File: src/rtl/slice_add_seq.sv
// -----------------------------------------------------------------------------
// slice_add_seq
//
// Performs one wide addition of W*N bits by time-multiplexing a single external
// W-bit adder slice over N consecutive cycles, least-significant slice first.
// The carry between slices travels through a register only. The adder itself
// is outside this block, so its critical path never spans more than one slice.
//
// Ports:
//   clk, rst_n          clock (rising edge) and asynchronous active-low reset
//   start_valid/ready   requester handshake; ready only while IDLE
//   a_in, b_in, ci_in   operands and carry-in, latched when the start is accepted
//   add_a/add_b/add_ci  slice operands to the external adder (0 unless RUN)
//   add_s/add_co        combinational slice result returned by the adder
//   res, co             assembled sum and final carry-out
//   res_valid/ready     result handshake; valid only in DONE
//   busy                high while an operation is in flight (RUN or DONE)
// -----------------------------------------------------------------------------
module slice_add_seq #(
  parameter int W = 5,
  parameter int N = 4
) (
  input  logic           clk,
  input  logic           rst_n,
  input  logic           start_valid,
  output logic           start_ready,
  input  logic [W*N-1:0] a_in,
  input  logic [W*N-1:0] b_in,
  input  logic           ci_in,
  output logic [W-1:0]   add_a,
  output logic [W-1:0]   add_b,
  output logic           add_ci,
  input  logic [W-1:0]   add_s,
  input  logic           add_co,
  output logic [W*N-1:0] res,
  output logic           co,
  output logic           res_valid,
  input  logic           res_ready,
  output logic           busy
);

  localparam int WN = W * N;
  localparam int CW = (N > 1) ? $clog2(N) : 1;

  typedef enum logic [1:0] {
    IDLE = 2'd0,
    RUN  = 2'd1,
    DONE = 2'd2
  } state_t;

  state_t          state_q, state_d;
  logic [CW-1:0]   cnt_q;
  logic            carry_q;
  logic [WN-1:0]   a_q, b_q;
  logic [WN-1:0]   res_q;
  logic            co_q;
  logic            last_slice;

  assign last_slice = (cnt_q == CW'(N - 1));

  // Next-state logic.
  always_comb begin
    // NOTE: every variable assigned in a combinational block gets a default
    // first, so no path leaves it unassigned and no latch is inferred.
    state_d = state_q;
    unique case (state_q)
      IDLE: if (start_valid) state_d = RUN;
      RUN:  if (last_slice)  state_d = DONE;
      DONE: if (res_ready)   state_d = IDLE;
      default: state_d = IDLE;
    endcase
  end

  // Outputs decoded from the current state. The adder inputs are forced to 0
  // outside RUN so the shared slice sees a quiet bus when not in use.
  always_comb begin
    start_ready = (state_q == IDLE);
    res_valid   = (state_q == DONE);
    busy        = (state_q != IDLE);
    add_a       = '0;
    add_b       = '0;
    add_ci      = 1'b0;
    if (state_q == RUN) begin
      add_a  = a_q[W*int'(cnt_q) +: W];
      add_b  = b_q[W*int'(cnt_q) +: W];
      add_ci = carry_q;
    end
  end

  assign res = res_q;
  assign co  = co_q;

  always_ff @(posedge clk or negedge rst_n) begin
    if (!rst_n) begin
      state_q <= IDLE;
    end else begin
      // NOTE: sequential state uses non-blocking assignments so every register
      // samples pre-edge values, independent of statement or process order.
      state_q <= state_d;
    end
  end

  // Datapath registers. Operands are reset as well so that an aborted
  // operation leaves nothing behind for the next one to observe.
  always_ff @(posedge clk or negedge rst_n) begin
    if (!rst_n) begin
      cnt_q   <= '0;
      carry_q <= 1'b0;
      a_q     <= '0;
      b_q     <= '0;
      res_q   <= '0;
      co_q    <= 1'b0;
    end else begin
      unique case (state_q)
        IDLE: begin
          if (start_valid) begin
            a_q     <= a_in;
            b_q     <= b_in;
            carry_q <= ci_in;
            cnt_q   <= '0;
            res_q   <= '0;
          end
        end
        RUN: begin
          // The slice result is sampled in the same cycle its operands are
          // driven; the carry is only ever passed on through carry_q.
          res_q[W*int'(cnt_q) +: W] <= add_s;
          carry_q                   <= add_co;
          cnt_q                     <= cnt_q + 1'b1;
          if (last_slice) co_q <= add_co;
        end
        default: ; // DONE holds res/co stable until the consumer takes them
      endcase
    end
  end

endmodule

File: config.mk
export PLATFORM = sky130hd
export DESIGN_NAME = slice_add_seq
export DESIGN_NICKNAME = d
export VERILOG_FILES = /design/src/rtl/slice_add_seq.sv
export SDC_FILE = /design/constraint.sdc
export NUM_CORES = 1
export LEC_CHECK = 0
export ABC_AREA = 1
export ABC_CLOCK_PERIOD_IN_PS = 2100
export CAP_MARGIN = 20
export CORE_MARGIN = 2
export CORE_UTILIZATION = 40
export DETAILED_ROUTE_END_ITERATION = 7
export GPL_ROUTABILITY_DRIVEN = 0
export PLACE_DENSITY = 0.68
export SLEW_MARGIN = 20
export SYNTH_ARGS = -nofsm -noshare
export SYNTH_HDL_FRONTEND = slang
export SYNTH_SLANG_ARGS = --single-unit
File: constraint.sdc
create_clock -name clk -period 2.1 [get_ports clk]
set_input_delay 0.42 -clock clk [delete_from_list [all_inputs] [get_ports clk]]
set_output_delay 0.42 -clock clk [all_outputs]
set_load 0.1 [all_outputs]
==> impl_results.md <==
* Remaining global-route overflow at 0
* Relative max-transition margin at about three quarters
* Hold-fix buffers at CTS at 0
* Share of cells above drive strength 1 at around 16%
* Post-DP HPWL at 5.50 mm
* Global-route wire length before repair at around 13 mm
* Max Fclk at ~0.50 GHz
* Vias at ~2800
* Slew Limit Fails at 0
* Worst slew pin tran at approximately 0.35 ns
* CP required at between 1.5 and 2 ns
* Number of top-level pins at 86
* Initial Utilization at 40.7%
* First-pass DRT Iterations at 4
* Wire length per cell at ~13 um
* Post-synthesis sequential area ratio at between 50% and 60%
* H-tree levels at 3
* Clk_lat worst skew at ~0.33 ns
* Worst flop-to-flop path startpoint: cnt_q[1]
* Initial antenna violation count at 0
* Period minus WS final at ~2 ns
* Vias in the first global route at between 2000 and 3000
* Sink Count at 66
* Bufs on Longest Clock Path at 2
* Synthesis-to-finish area growth at 43.6%
* Syn_area_per_cell at 7.90 um^2
* Total GRT Usage at about 19%
* Maxcap violations at 0
* N_diodes at 0
* Endpoints failing setup at 0
* Clock Skew at about 0.0098 ns
* Core area at around 0.0076 mm^2
* Post-synthesis cell count at ~390
* Row Count at 32
* DR vias/cell at just under 5
* CP Launch Type: flop
* PortBufs at 85
* Post-synth EDFFs at 0
* Setup TNS at 0 ns
* DR DRC count at 0
* Root Buffer Master: clkbuf_8
* Final Hold Viols at 0
* Routed WL at between 7 and 8 mm
* Async set or reset register ratio after synthesis at 100%
* Ys Warns at 0
* Arrival @ worst endpoint at 1.59 ns
* Final ANT Viol Nets at 0
* Yosys cell types at 20
* CP max FO at 14
* Die area at ~0.0085 mm^2
* Largest net degree at the start of global routing at 67
* Syn Nets at 450
* RSZ-0062 raised after global routing: true
* DRT iter0 DRCs at ~160
* Final worst path period share at between 90% and 100%
* Top_reg_cell synth: dfrtp_1
* Die height at approximately 92 um
* Nets@finish at around 540
* CTS tree: done
* Clock slew at reported path FFs at around 0.070 ns
* Critical path class: reg2out
* # Post-CTS Setup Buffers at 0
* Worst Setup End Kind: primary output
* Total CTS buffers at 9
* Reg2reg end: res[13]
* # fillers at 670
* Netlist area before placement at just over 0.003 mm^2
* Worst Hold Class: in2async
* Worst r2r path cells at 6
* Status: finished clean
* DIE WIDTH at between 90 and 100 um
* Flops & latches, synth at 66
* Worst R2R Setup Slack at 0.27 ns
layout by cell type (no fill, tap or decap):
| cell | netlist | final |
|---|---|---|
| buf_2 | 7 | 1 |
| nor2_2 | 1 | 2 |
| nor2_1 | 10 | 9 |
| a21oi_4 | 0 | 8 |
| o21ai_0 | 2 | 2 |
| clkdlybuf4s50_1 | 0 | 49 |
| bufinv_16 | 0 | 1 |
| inv_4 | 0 | 1 |
| nand2_2 | 1 | 1 |
| clkinv_2 | 0 | 2 |
| inv_2 | 3 | 3 |
| buf_4 | 4 | 28 |
| o21ai_1 | 43 | 43 |
| o21bai_1 | 1 | 1 |
| dfrtp_1 | 66 | 66 |
| inv_1 | 51 | 49 |
| ha_1 | 5 | 5 |
| nand3_1 | 57 | 57 |
| o31ai_1 | 1 | 1 |
| a21oi_2 | 0 | 2 |
| clkinvlp_4 | 0 | 3 |
| nand2_1 | 118 | 118 |
| nor2_4 | 1 | 1 |
| buf_12 | 0 | 16 |
| nor3_1 | 3 | 3 |
| clkinv_1 | 2 | 2 |
| clkbuf_8 | 0 | 10 |
repair_timing:
item	CTS	global route
hold endpoints to repair	0	0
resized for setup	1	5
setup endpoints to repair	9	10
stage by stage:
step	utilization [%]	instances	hold WS (ns)	setup WS (ns)	instance area [um^2]
6_report	58.5	586	0.0970	0.0919	4470
2_1_floorplan	-	394	0.124	-0.112	3200
3_3_place_gp	55.7	571	0.462	0.341	4260
5_1_grt	58.5	586	0.108	-0.00739	4470
4_1_cts	58.2	586	0.107	0.0171	4450
3_5_place_dp	55.7	571	0.467	0.315	4260
worst max-delay path: stages, from the launching register on:
cell	delay, ns
dfrtp_1	0.42
buf_4	0.21
nand2_1	0.09
nand3_1	0.14
a21oi_4	0.22
buf_12	0.19
state kept, by name, summed over array words and instances, names as in the netlist:
name	flops
state_q	2
co	1
carry_q	1
b_q	20
cnt_q	2
a_q	20
res	20
routing by layer:
metal	wire, um	vias to the layer above	GRT usage, %
li1	-	1420	-
met1	3490	1318	26.7
met2	3580	97	30.7
met3	577	10	3.94
met4	112	0	7.09
met5	0	-	0
synthesized netlist by cell type, types with 4 or more instances:
cell      number  area, um^2
nand2_1      118         443
dfrtp_1       66        1650
nand3_1       57         285
inv_1         51         191
o21ai_1       43         215
a21oi_1       10        50.1
nor2_1        10        37.5
clkbuf_1       8        30.0
buf_2          7        35.0
ha_1           5        62.6
buf_4          4        30.0
cell families after synthesis:
family	Yosys count	synth area share, %
AND/OR/NAND/NOR	191	25.8
buffers and inverters	75	9.80
flip-flops	66	53.0
AO/OA/AOI/OAI	57	9.32
adder cells (fa/ha/maj)	5	2.01
how the worst max path moves through the flow:
stage | startpoint | to | cells after the start
after CTS | cnt_q[0] | add_b[2] | 5
after global placement | cnt_q[1] | add_a[4] | 4
after floorplan | cnt_q[1] | add_b[2] | 4
final | cnt_q[0] | add_a[4] | 5
after global routing | state_q[1] | add_b[3] | 5
after detailed placement | cnt_q[1] | add_a[3] | 4
cell type report:
cell class,count,area [um^2],area share (%)
flip-flops and latches,66,1650,36.9
multi-input cells,253,1260,28.1
repair buffers,94,1030,22.9
inverters,56,216,4.84
clock buffers,10,138,3.08
well taps,102,128,2.85
clock inverters,5,55.1,1.23
Power is not shown: default switching activity piles up to over one toggle a cycle in this logic, so the estimate is an artifact.
==> variant: new RTL, config.mk and constraints unchanged <==
Encoding of `state_t`: now one-hot (3 bits for 3 states).
--- a/src/rtl/slice_add_seq.sv
+++ b/src/rtl/slice_add_seq.sv
@@ -44,6 +44,6 @@
 
-  typedef enum logic [1:0] {
-    IDLE = 2'd0,
-    RUN  = 2'd1,
-    DONE = 2'd2
+  typedef enum logic [2:0] {
+    IDLE = 3'b001,
+    RUN  = 3'b010,
+    DONE = 3'b100
   } state_t;
Function: same outputs for any inputs over 10 cycles, from zero or initial values and one cycle with rst_n low; not proved beyond that.
==> variant against the unedited design <==
Hold slack improved by 0.010 ns. Worst setup slack got worse by 0.058 ns. Synthesized cell count decreased by 2.5%. Design area increased by 2.8%. Routed wire length increased by 2.5%. First-iteration DRC count increased by 31%. Clock skew decreased by 0.0025 ns. Utilization decreased by 2.3 points. Sequential cell count increased by 1. Synthesized area increased by 8.3%.
==> variant: results (changes against the unedited design) <==
[logic_synthesis]
synth_area_leaders=dfrtp_1 (49%), nand2_1 (17%), o21ai_2 (4.9%)  ; was dfrtp_1 (53%), nand2_1 (14%), nand3_1 (9.2%)
synth_seq_area_share_pct=49.7  ; was 53.0%
syn_nets=440  ; was 450
yosysUniqueCellTypes=29  ; was 20
synthCells=384  ; was 394
dominantRegCellSynth=dfrtp_1  ; unchanged
ys_top_cells_by_count=nand2_1 (155), dfrtp_1 (66), inv_1 (33)  ; was nand2_1 (118), dfrtp_1 (66), nand3_1 (57)

[critical_path]
crit_fanout=13  ; was 14
worstRegToRegCells=9  ; was 6
worstPathArrival_ns=1.65  ; was 1.59 ns
rr_endpoint=res[14]  ; was res[13]
r2r_slack_ns=0.22  ; was 0.27 ns
r2r-start=state_q[0]  ; was cnt_q[1]

[routing]
drtIter0Drc=205  ; was 157
m1WireLength_um=4070  ; was 3490 um
routed-wl-met2_um=3510  ; was 3580 um
dr_wl_met3_um=327  ; was 577 um
via_per_inst=4.85  ; about the same
drt-total-wl_um=7960  ; was 7760 um

[clock_network]
clkTransAtPathRegs_ns=0.07  ; about the same
cts_made_buffers=9  ; unchanged
root_buffer=clkbuf_8  ; unchanged

[sta]
hold_slack_ns=0.107  ; was 0.0970 ns
relSlewSlack_pct=76.1  ; was 76.7%
clock_skew_ns=0.00725  ; was 0.00978 ns

[cells_and_area]
fillers=733  ; was 670
drive_above_1_share_pct=22.6  ; was 16.3%
layout.cells.non_filler=582  ; was 586
nets=528  ; was 536

[grt]
grt_util_all_layers_pct=18.8  ; was 19.5%
grt_max_degree=68  ; was 67
grt.met3_usage_pct=2.66  ; was 3.94%
globalRouteMet1Util_pct=30.3  ; was 26.7%
grt_use_met2_pct=26.2  ; was 30.7%
grt_pass1_wl_um=13300  ; was 13,200 um
grt_pass1_vias=2692  ; was 2,724

[placed_design]
dp_cells=563  ; was 571
place_area_sq_um=4400  ; was 4260 sq um
pre_cts_ws_ns=0.285  ; was 0.315 ns
dp_hpwl_um=5990  ; was 5500 um

[run_status]
outcome=finished clean  ; unchanged

variant: cell types whose count changed after synthesis, moves of 18 or more:
cell	unedited run	this run
nand3_1	57	15
o21ai_1	43	2
nand2_1	118	155
o211ai_1	0	20
o21ai_2	0	19
inv_1	51	33
variant: worst max-delay path by stage:
stage                     from        to  slack (ns)  depth (start not counted)
finish              state_q[2]  add_a[3]        0.03                          4
global route        state_q[2]  add_a[3]       -0.02                          4
CTS                 state_q[2]  add_b[4]        0.03                          4
detailed placement    cnt_q[1]  add_b[4]        0.28                          4
global placement    state_q[1]  add_a[4]        0.31                          3
floorplan           state_q[2]  add_a[0]       -0.11                          5
variant: what timing repair did:
action / 4_1_cts / 5_1_grt
endpoints found under the setup margin: 10 / 6
setup buffers: 2 / 1
gates resized for setup: 2 / 0
cloned: 0 / 0
variant: kinds of logic (layout without fill, tap and decap cells):
group,count (synthesis),count (layout),share of synthesized area (%)
AOI/OAI and AO/OA,55,55,12.8
adders and majority gates,5,5,1.85
DFF,67,67,49.7
buffers and inverters,57,150,9.42
and+or+nand+nor,200,200,26.2
variant: layout make-up:
cell class | instances | area (sq um) | area share [%]
tap | 105 | 131 | 2.86
clock inverter | 2 | 10.0 | 0.218
multi-input combinational | 260 | 1390 | 30.3
sequential | 67 | 1680 | 36.5
inverter | 38 | 155 | 3.38
clock buffer | 14 | 163 | 3.54
timing repair buffer | 96 | 1070 | 23.2
variant: worst register-to-register path: cells and delay by family (launching register included):
kind,cells,cell delay (ns)
buffers and inverters,4,0.58
AND/OR/NAND/NOR,5,0.62
flip-flops,1,0.62
variant: where the power goes:
part	leakage [nW]	switching, mW	internal (mW)	total [mW]
sequential	0.857	0.282	1.77	2.05
clock	0.0905	0.448	0.492	0.940
combinational	1.28	2.43	1.16	3.59
total	2.23	3.16	3.43	6.58
